**config.mk**
```make
export PLATFORM = sky130hd
export DESIGN_NAME = shift_ex_stage
export DESIGN_NICKNAME = d
export VERILOG_FILES = /design/src/rtl/cpu_pkg.sv /design/src/rtl/Shifter.sv /design/src/rtl/shift_ex_stage.sv
export SDC_FILE = /design/constraint.sdc
export NUM_CORES = 1
export LEC_CHECK = 0
export CAP_MARGIN = 15
export CORE_UTILIZATION = 55
export DETAILED_ROUTE_END_ITERATION = 10
export GPL_TIMING_DRIVEN = 1
export PLACE_DENSITY = 0.85
export SETUP_SLACK_MARGIN = 0.5
export SLEW_MARGIN = 20
export SYNTH_ARGS = -nofsm -noshare
export SYNTH_HDL_FRONTEND = slang
export SYNTH_SLANG_ARGS = --single-unit
```
**constraint.sdc**
```tcl
create_clock -name clk -period 2.8 [get_ports clk]
set_input_delay 0.28 -clock clk [delete_from_list [all_inputs] [get_ports clk]]
set_output_delay 0.28 -clock clk [all_outputs]
set_load 0.02 [all_outputs]
```
**src/rtl/cpu_pkg.sv**
```systemverilog
// Shared CPU constants: opcodes, shifter mode encodings, instruction field positions.
// Used by the execute-stage decode and by the bench.
// No ports; types and localparams only.
package cpu_pkg;

    localparam int DATA_W = 16;
    localparam int RID_W  = 4;

    localparam logic [3:0] OP_SLL = 4'h4;
    localparam logic [3:0] OP_SRA = 4'h5;
    localparam logic [3:0] OP_ROR = 4'h6;

    typedef enum logic [1:0] {
        MODE_SLL = 2'b00,
        MODE_SRA = 2'b01,
        MODE_ROR = 2'b10
    } shift_mode_e;

    // instruction: [15:12] opcode, [11:8] rd, [7:4] rs, [3:0] imm4
    localparam int OPC_MSB = 15;
    localparam int OPC_LSB = 12;
    localparam int RD_MSB  = 11;
    localparam int RD_LSB  = 8;
    localparam int RS_MSB  = 7;
    localparam int RS_LSB  = 4;
    localparam int IMM_MSB = 3;
    localparam int IMM_LSB = 0;

    function automatic logic is_shift_op(input logic [3:0] opc);
        return (opc == OP_SLL) || (opc == OP_SRA) || (opc == OP_ROR);
    endfunction

endpackage

```
**src/rtl/Shifter.sv**
```systemverilog
// 16-bit combinational barrel shifter: SLL zero-fill, SRA sign-fill, ROR rotate right.
// Ports: Shift_In data, Shift_Val amount 0..15, Mode select, Shift_Out result.
// Purely combinational; no clock, no backpressure.
module Shifter (
    input  logic [15:0] Shift_In,
    input  logic [3:0]  Shift_Val,
    input  logic [1:0]  Mode,
    output logic [15:0] Shift_Out
);

    logic [31:0] rot_wide;

    // Rotating a doubled copy right leaves the rotated word in the low half.
    assign rot_wide = {Shift_In, Shift_In} >> Shift_Val;

    always_comb begin
        Shift_Out = Shift_In;
        case (Mode)
            2'b00:   Shift_Out = Shift_In << Shift_Val;
            2'b01:   Shift_Out = $unsigned($signed(Shift_In) >>> Shift_Val);
            2'b10:   Shift_Out = rot_wide[15:0];
            default: Shift_Out = Shift_In;
        endcase
    end

endmodule

```
**src/rtl/shift_ex_stage.sv**
```systemverilog
// Execute stage for SLL/SRA/ROR: decodes the ID/EX payload, shifts, registers result/rd/Z into one EX/MEM slot.
// Ports: in_valid/in_ready + instr/rs_data upstream, out_valid/out_ready + out_data/out_rd/z_flag downstream, flush squash.
// Latency 1 cycle; in_ready = !out_valid | out_ready, so a full slot stalls upstream until drained (1/cycle throughput).
module shift_ex_stage
    import cpu_pkg::*;
#(
    parameter int DATA_W = cpu_pkg::DATA_W,
    parameter int RID_W  = cpu_pkg::RID_W
) (
    input  logic              clk,
    input  logic              rst_n,
    input  logic              in_valid,
    output logic              in_ready,
    input  logic [15:0]       instr,
    input  logic [DATA_W-1:0] rs_data,
    input  logic              flush,
    output logic              out_valid,
    input  logic              out_ready,
    output logic [DATA_W-1:0] out_data,
    output logic [RID_W-1:0]  out_rd,
    output logic              z_flag
);

    logic [3:0]        opcode;
    logic [1:0]        mode;
    logic              is_shift;
    logic              accept;
    logic [15:0]       shift_out;
    logic              unused_rs_field;

    logic              out_valid_q, out_valid_d;
    logic [DATA_W-1:0] out_data_q,  out_data_d;
    logic [RID_W-1:0]  out_rd_q,    out_rd_d;
    logic              z_q,         z_d;

    assign opcode   = instr[OPC_MSB:OPC_LSB];
    assign is_shift = is_shift_op(opcode);

    // rs index is resolved upstream; only its forwarded value matters here.
    assign unused_rs_field = ^instr[RS_MSB:RS_LSB];

    always_comb begin
        mode = MODE_SLL;
        case (opcode)
            OP_SRA:  mode = MODE_SRA;
            OP_ROR:  mode = MODE_ROR;
            default: mode = MODE_SLL;
        endcase
    end

    Shifter u_shifter (
        .Shift_In  (rs_data),
        .Shift_Val (instr[IMM_MSB:IMM_LSB]),
        .Mode      (mode),
        .Shift_Out (shift_out)
    );

    assign in_ready = !out_valid_q || out_ready;
    // Non-shift opcodes are consumed as bubbles: they pass the handshake but never write.
    assign accept   = in_valid && in_ready && is_shift && !flush;

    always_comb begin
        out_valid_d = out_valid_q;
        out_data_d  = out_data_q;
        out_rd_d    = out_rd_q;
        z_d         = z_q;
        if (flush) begin
            out_valid_d = 1'b0;
        end else if (accept) begin
            out_valid_d = 1'b1;
            out_data_d  = shift_out;
            out_rd_d    = instr[RD_MSB:RD_LSB];
            z_d         = (shift_out == '0);
        end else if (out_ready) begin
            out_valid_d = 1'b0;
        end
    end

    always_ff @(posedge clk or negedge rst_n) begin
        if (!rst_n) begin
            out_valid_q <= 1'b0;
            out_data_q  <= '0;
            out_rd_q    <= '0;
            z_q         <= 1'b0;
        end else begin
            out_valid_q <= out_valid_d;
            out_data_q  <= out_data_d;
            out_rd_q    <= out_rd_d;
            z_q         <= z_d;
        end
    end

    assign out_valid = out_valid_q;
    assign out_data  = out_data_q;
    assign out_rd    = out_rd_q;
    assign z_flag    = z_q;

endmodule

```
==> impl_metrics.yaml <==
critical_path:
  critical_path.cell_chain: "clkdlybuf4s15_2, buf_4, mux2_4, mux4_2, and3_1, a21oi_2, nand4_1, nor4_2, a32o_2"
  ff2ff_path_depth: 4
  crit_path_required_time_ps: 3010
  critPathArrivalTime_ps: 2480
  cp_capture_type: "register"
  critPathMaxFanout: 7
  critPathMaxStageDelay_ps: 500
  r2r_setup_slack_ps: 1360
  critical_path.startpoint_type: "primary input"
  crit_slowest_cell: "sky130_fd_sc_hd__mux4_2"
  critical_path_class: "in -> reg"
logic_synthesis:
  yosysWarnings: 0
  number_of_library_cell_types_mapped_by_synthesis: 58
  post_synth_main_area_contributors: "sky130_fd_sc_hd__dfrtp_1 19%, sky130_fd_sc_hd__mux4_2 18%, sky130_fd_sc_hd__mux2i_1 10%"
  dominantRegCellSynth: "sky130_fd_sc_hd__dfrtp_1"
  post_synth_instance_area_um2: 2890
  synth_area_per_cell_um2: 9.71
  share_of_yosys_cell_area_claimed_by_the_top_area_cell_type_pct: 19.0
  synth_edf_count: 0
  synth_async_sr_flop_share_pct: 100
  synth_top_cell_by_area: "sky130_fd_sc_hd__dfrtp_1"
  synth.ff_latch_count: 22
  seq_total_area_yosys_pct: 19.0
  synth.net_count: 335
  post_synth_inst_count: 298
route:
  drt_pre_antenna_iters: 5
  detail_route.vias_per_cell: 6.72
  postRouteWirelength_um: 9610
  via_count: 2958
  detail_route.drc_violations: 0
  drt.antenna.violating_nets: 0
  routedWlPerCell_um: 21.8
  initialDrtViolationCount: 216
clock_network:
  tritoncts: "done"
  ctsHoldBuffers: 0
  cts_max_level: 1
  cts-root-to-sink-buffers: 2
  worstSkewPairLatency_ps: 270
  cts-buffers-inserted: 3
  clkSlewWorstSetupHoldPaths_ps: 80
  clock_tree.root_cell: "sky130_fd_sc_hd__clkbuf_8"
  cts.sinks: 22
job:
  cap_viol_max_count: 0
floorplan:
  site_row_count: 26
  design.portCount: 60
  floorplan.core_area_um2: 5070
  die_width_um: 74.5
  y_dimension_of_the_die_um: 74.5
  floorplan.initialDensity_pct: 57.0
  design.die.area_um2: 5560
sta:
  maxSlewViolCount: 0
  finalHoldViolCount: 0
  maxClockFrequency_mhz: 441
  fin_crit_sh_pct: 81.0
  holdWs_ps: 493
  worst_slew_pin_slew_ps: 959
  max_slew_margin_pct: 35.9
  finalCriticalPeriod_ps: 2270
  grt_setup_unrepaired: "no"
  largest_clock_skew_in_the_final_design_ps: 7.34
  setup_tns_ps: 0
  setup_viol: 0
  final_critical_path_setup_slack_ps: 531
grt:
  gr-total-overflow: 0
  antenna_found_initial: 0
  grt_pass1_vias: 2937
  maximum_number_of_pins_on_one_net_before_global_route_repair: 48
  gr-usage-all-layers_pct: 35.3
  grt_first_pass_wirelength_um: 14700
power_and_ir_drop:
  pwr-share-clk_pct: 19.3
  powerDensity_nw_per_um2: 384
  switching_share_pct: 35.5
  share_comb_of_total_power_pct: 53.2
  ir_drop_mv: 0.306
  p_int_mw: 0.981
  power.leakage_nw: 1.63
  switching_power_mw: 0.541
  power_frac_seq_pct: 27.4
hold_path:
  whs_path_depth: 2
  timing.hold.worst.class: "reg -> reg"
placed_design:
  place.gp.congestion: 0.960
  dp_hpwl_um: 6850
  port_buffers: 55
  place_worst_setup_slack_ps: -27.9
run_status:
  run_status: "complete, no violations"
layout:
  n_antenna_cell: 0
  final_core_utilization_pct: 78.1
  most-common-layout-cells: "36 x sky130_fd_sc_hd__buf_4, 32 x sky130_fd_sc_hd__clkdlybuf4s50_1, 30 x sky130_fd_sc_hd__nand2_1, 24 x sky130_fd_sc_hd__mux2i_1"
  drive_gt1_share_pct: 35.4
  flow.area_growth_from_synthesis_pct: 37.0
  most_common_library_cell_in_the_layout_ignoring_fill_and_taps: "sky130_fd_sc_hd__buf_4"
  num-nets-final: 408
  nFillCells: 369
-- logic make-up (layout without fill, tap and decap cells) --
| family | after synthesis | in the layout | synth area share [%] |
|---|---|---|---|
| buffers and inverters | 35 | 107 | 6.79 |
| muxes | 85 | 85 | 41.8 |
| and+or+nand+nor | 82 | 82 | 14.5 |
| AOI/OAI and AO/OA | 73 | 73 | 17.6 |
| DFF | 22 | 22 | 19.0 |
| xor gates and xnor gates | 1 | 1 | 0.303 |
-- synth_stat cells, types with 3 or more instances --
cell type,instances
sky130_fd_sc_hd__dfrtp_1,22
sky130_fd_sc_hd__buf_2,13
sky130_fd_sc_hd__o22ai_1,5
sky130_fd_sc_hd__clkbuf_1,11
sky130_fd_sc_hd__a221oi_1,4
sky130_fd_sc_hd__a311oi_1,3
sky130_fd_sc_hd__nand2b_1,4
sky130_fd_sc_hd__mux2i_1,29
sky130_fd_sc_hd__mux4_2,23
sky130_fd_sc_hd__inv_1,3
sky130_fd_sc_hd__mux2_1,5
sky130_fd_sc_hd__o21ai_0,16
sky130_fd_sc_hd__nor2b_1,5
sky130_fd_sc_hd__nor2_1,13
sky130_fd_sc_hd__mux2_4,4
sky130_fd_sc_hd__a22oi_1,3
sky130_fd_sc_hd__nor4_1,3
sky130_fd_sc_hd__nand2_1,31
sky130_fd_sc_hd__and2_1,4
sky130_fd_sc_hd__a21oi_1,11
sky130_fd_sc_hd__buf_6,4
sky130_fd_sc_hd__nor3_1,6
sky130_fd_sc_hd__and3_1,3
sky130_fd_sc_hd__o211ai_1,6
sky130_fd_sc_hd__mux2_2,23
sky130_fd_sc_hd__o32ai_1,3
-- routing by layer --
metal	up-vias	track usage (%)	wire (µm)
met4	0	20.8	563
li1	1322	-	-
met1	1445	40.9	3720
met2	145	62.7	4900
met3	46	3.79	427
met5	-	0	0
-- sequential cells by signal, summed over array words and instances, names as in the netlist --
name / count
out_data: 16
z_flag: 1
out_rd: 4
out_valid: 1
-- timing repair --
item	in CTS	in global routing
cloned	2	0
endpoints found under the setup margin	6	1
buffers inserted	3	4
hold endpoints to repair	0	0
pin swaps	7	5
resized for setup	51	16
-- final timing paths --
check,to,startpoint
max,z_flag,rs_data[9]
min,out_data[13],out_data[13]
max reg2reg,out_data[15],out_valid
min reg2reg,out_data[13],out_data[13]
max in group asynchronous,out_data[3],rst_n
min in group asynchronous,out_data[15],rst_n
-- worst max-delay path, delay by kind of cell --
family          cells  cell delay, ps
buf+inv             2             410
mux                 2             760
compound gates      2             350
simple gates        3             650
-- stage by stage --
step,instances,instance area (µm²),power [mW]
after global routing,440,3970,1.59
after floorplan,298,2890,0.839
final,440,3970,1.52
after global placement,427,3640,1.14
after CTS,436,3890,1.48
after detailed placement,427,3640,1.16
-- layout make-up --
class	instances	area, µm²	area share, %
clock buffer	3	41.3	1.04
clock inverter	1	30.0	0.757
inverter	4	15.0	0.379
multi-input combinational	241	2290	57.7
sequential	22	551	13.9
tap	70	87.6	2.21
timing repair buffer	99	955	24.1
-- power groups by stage --
stage / logic, mW / registers (mW) / clock network, mW
2_1_floorplan: 0.340 / 0.499 / 0
4_1_cts: 0.770 / 0.418 / 0.296
3_5_place_dp: 0.736 / 0.424 / 0
6_report: 0.810 / 0.418 / 0.294
5_1_grt: 0.855 / 0.423 / 0.308
3_3_place_gp: 0.720 / 0.416 / 0
Power figures use the tool's default switching activity.
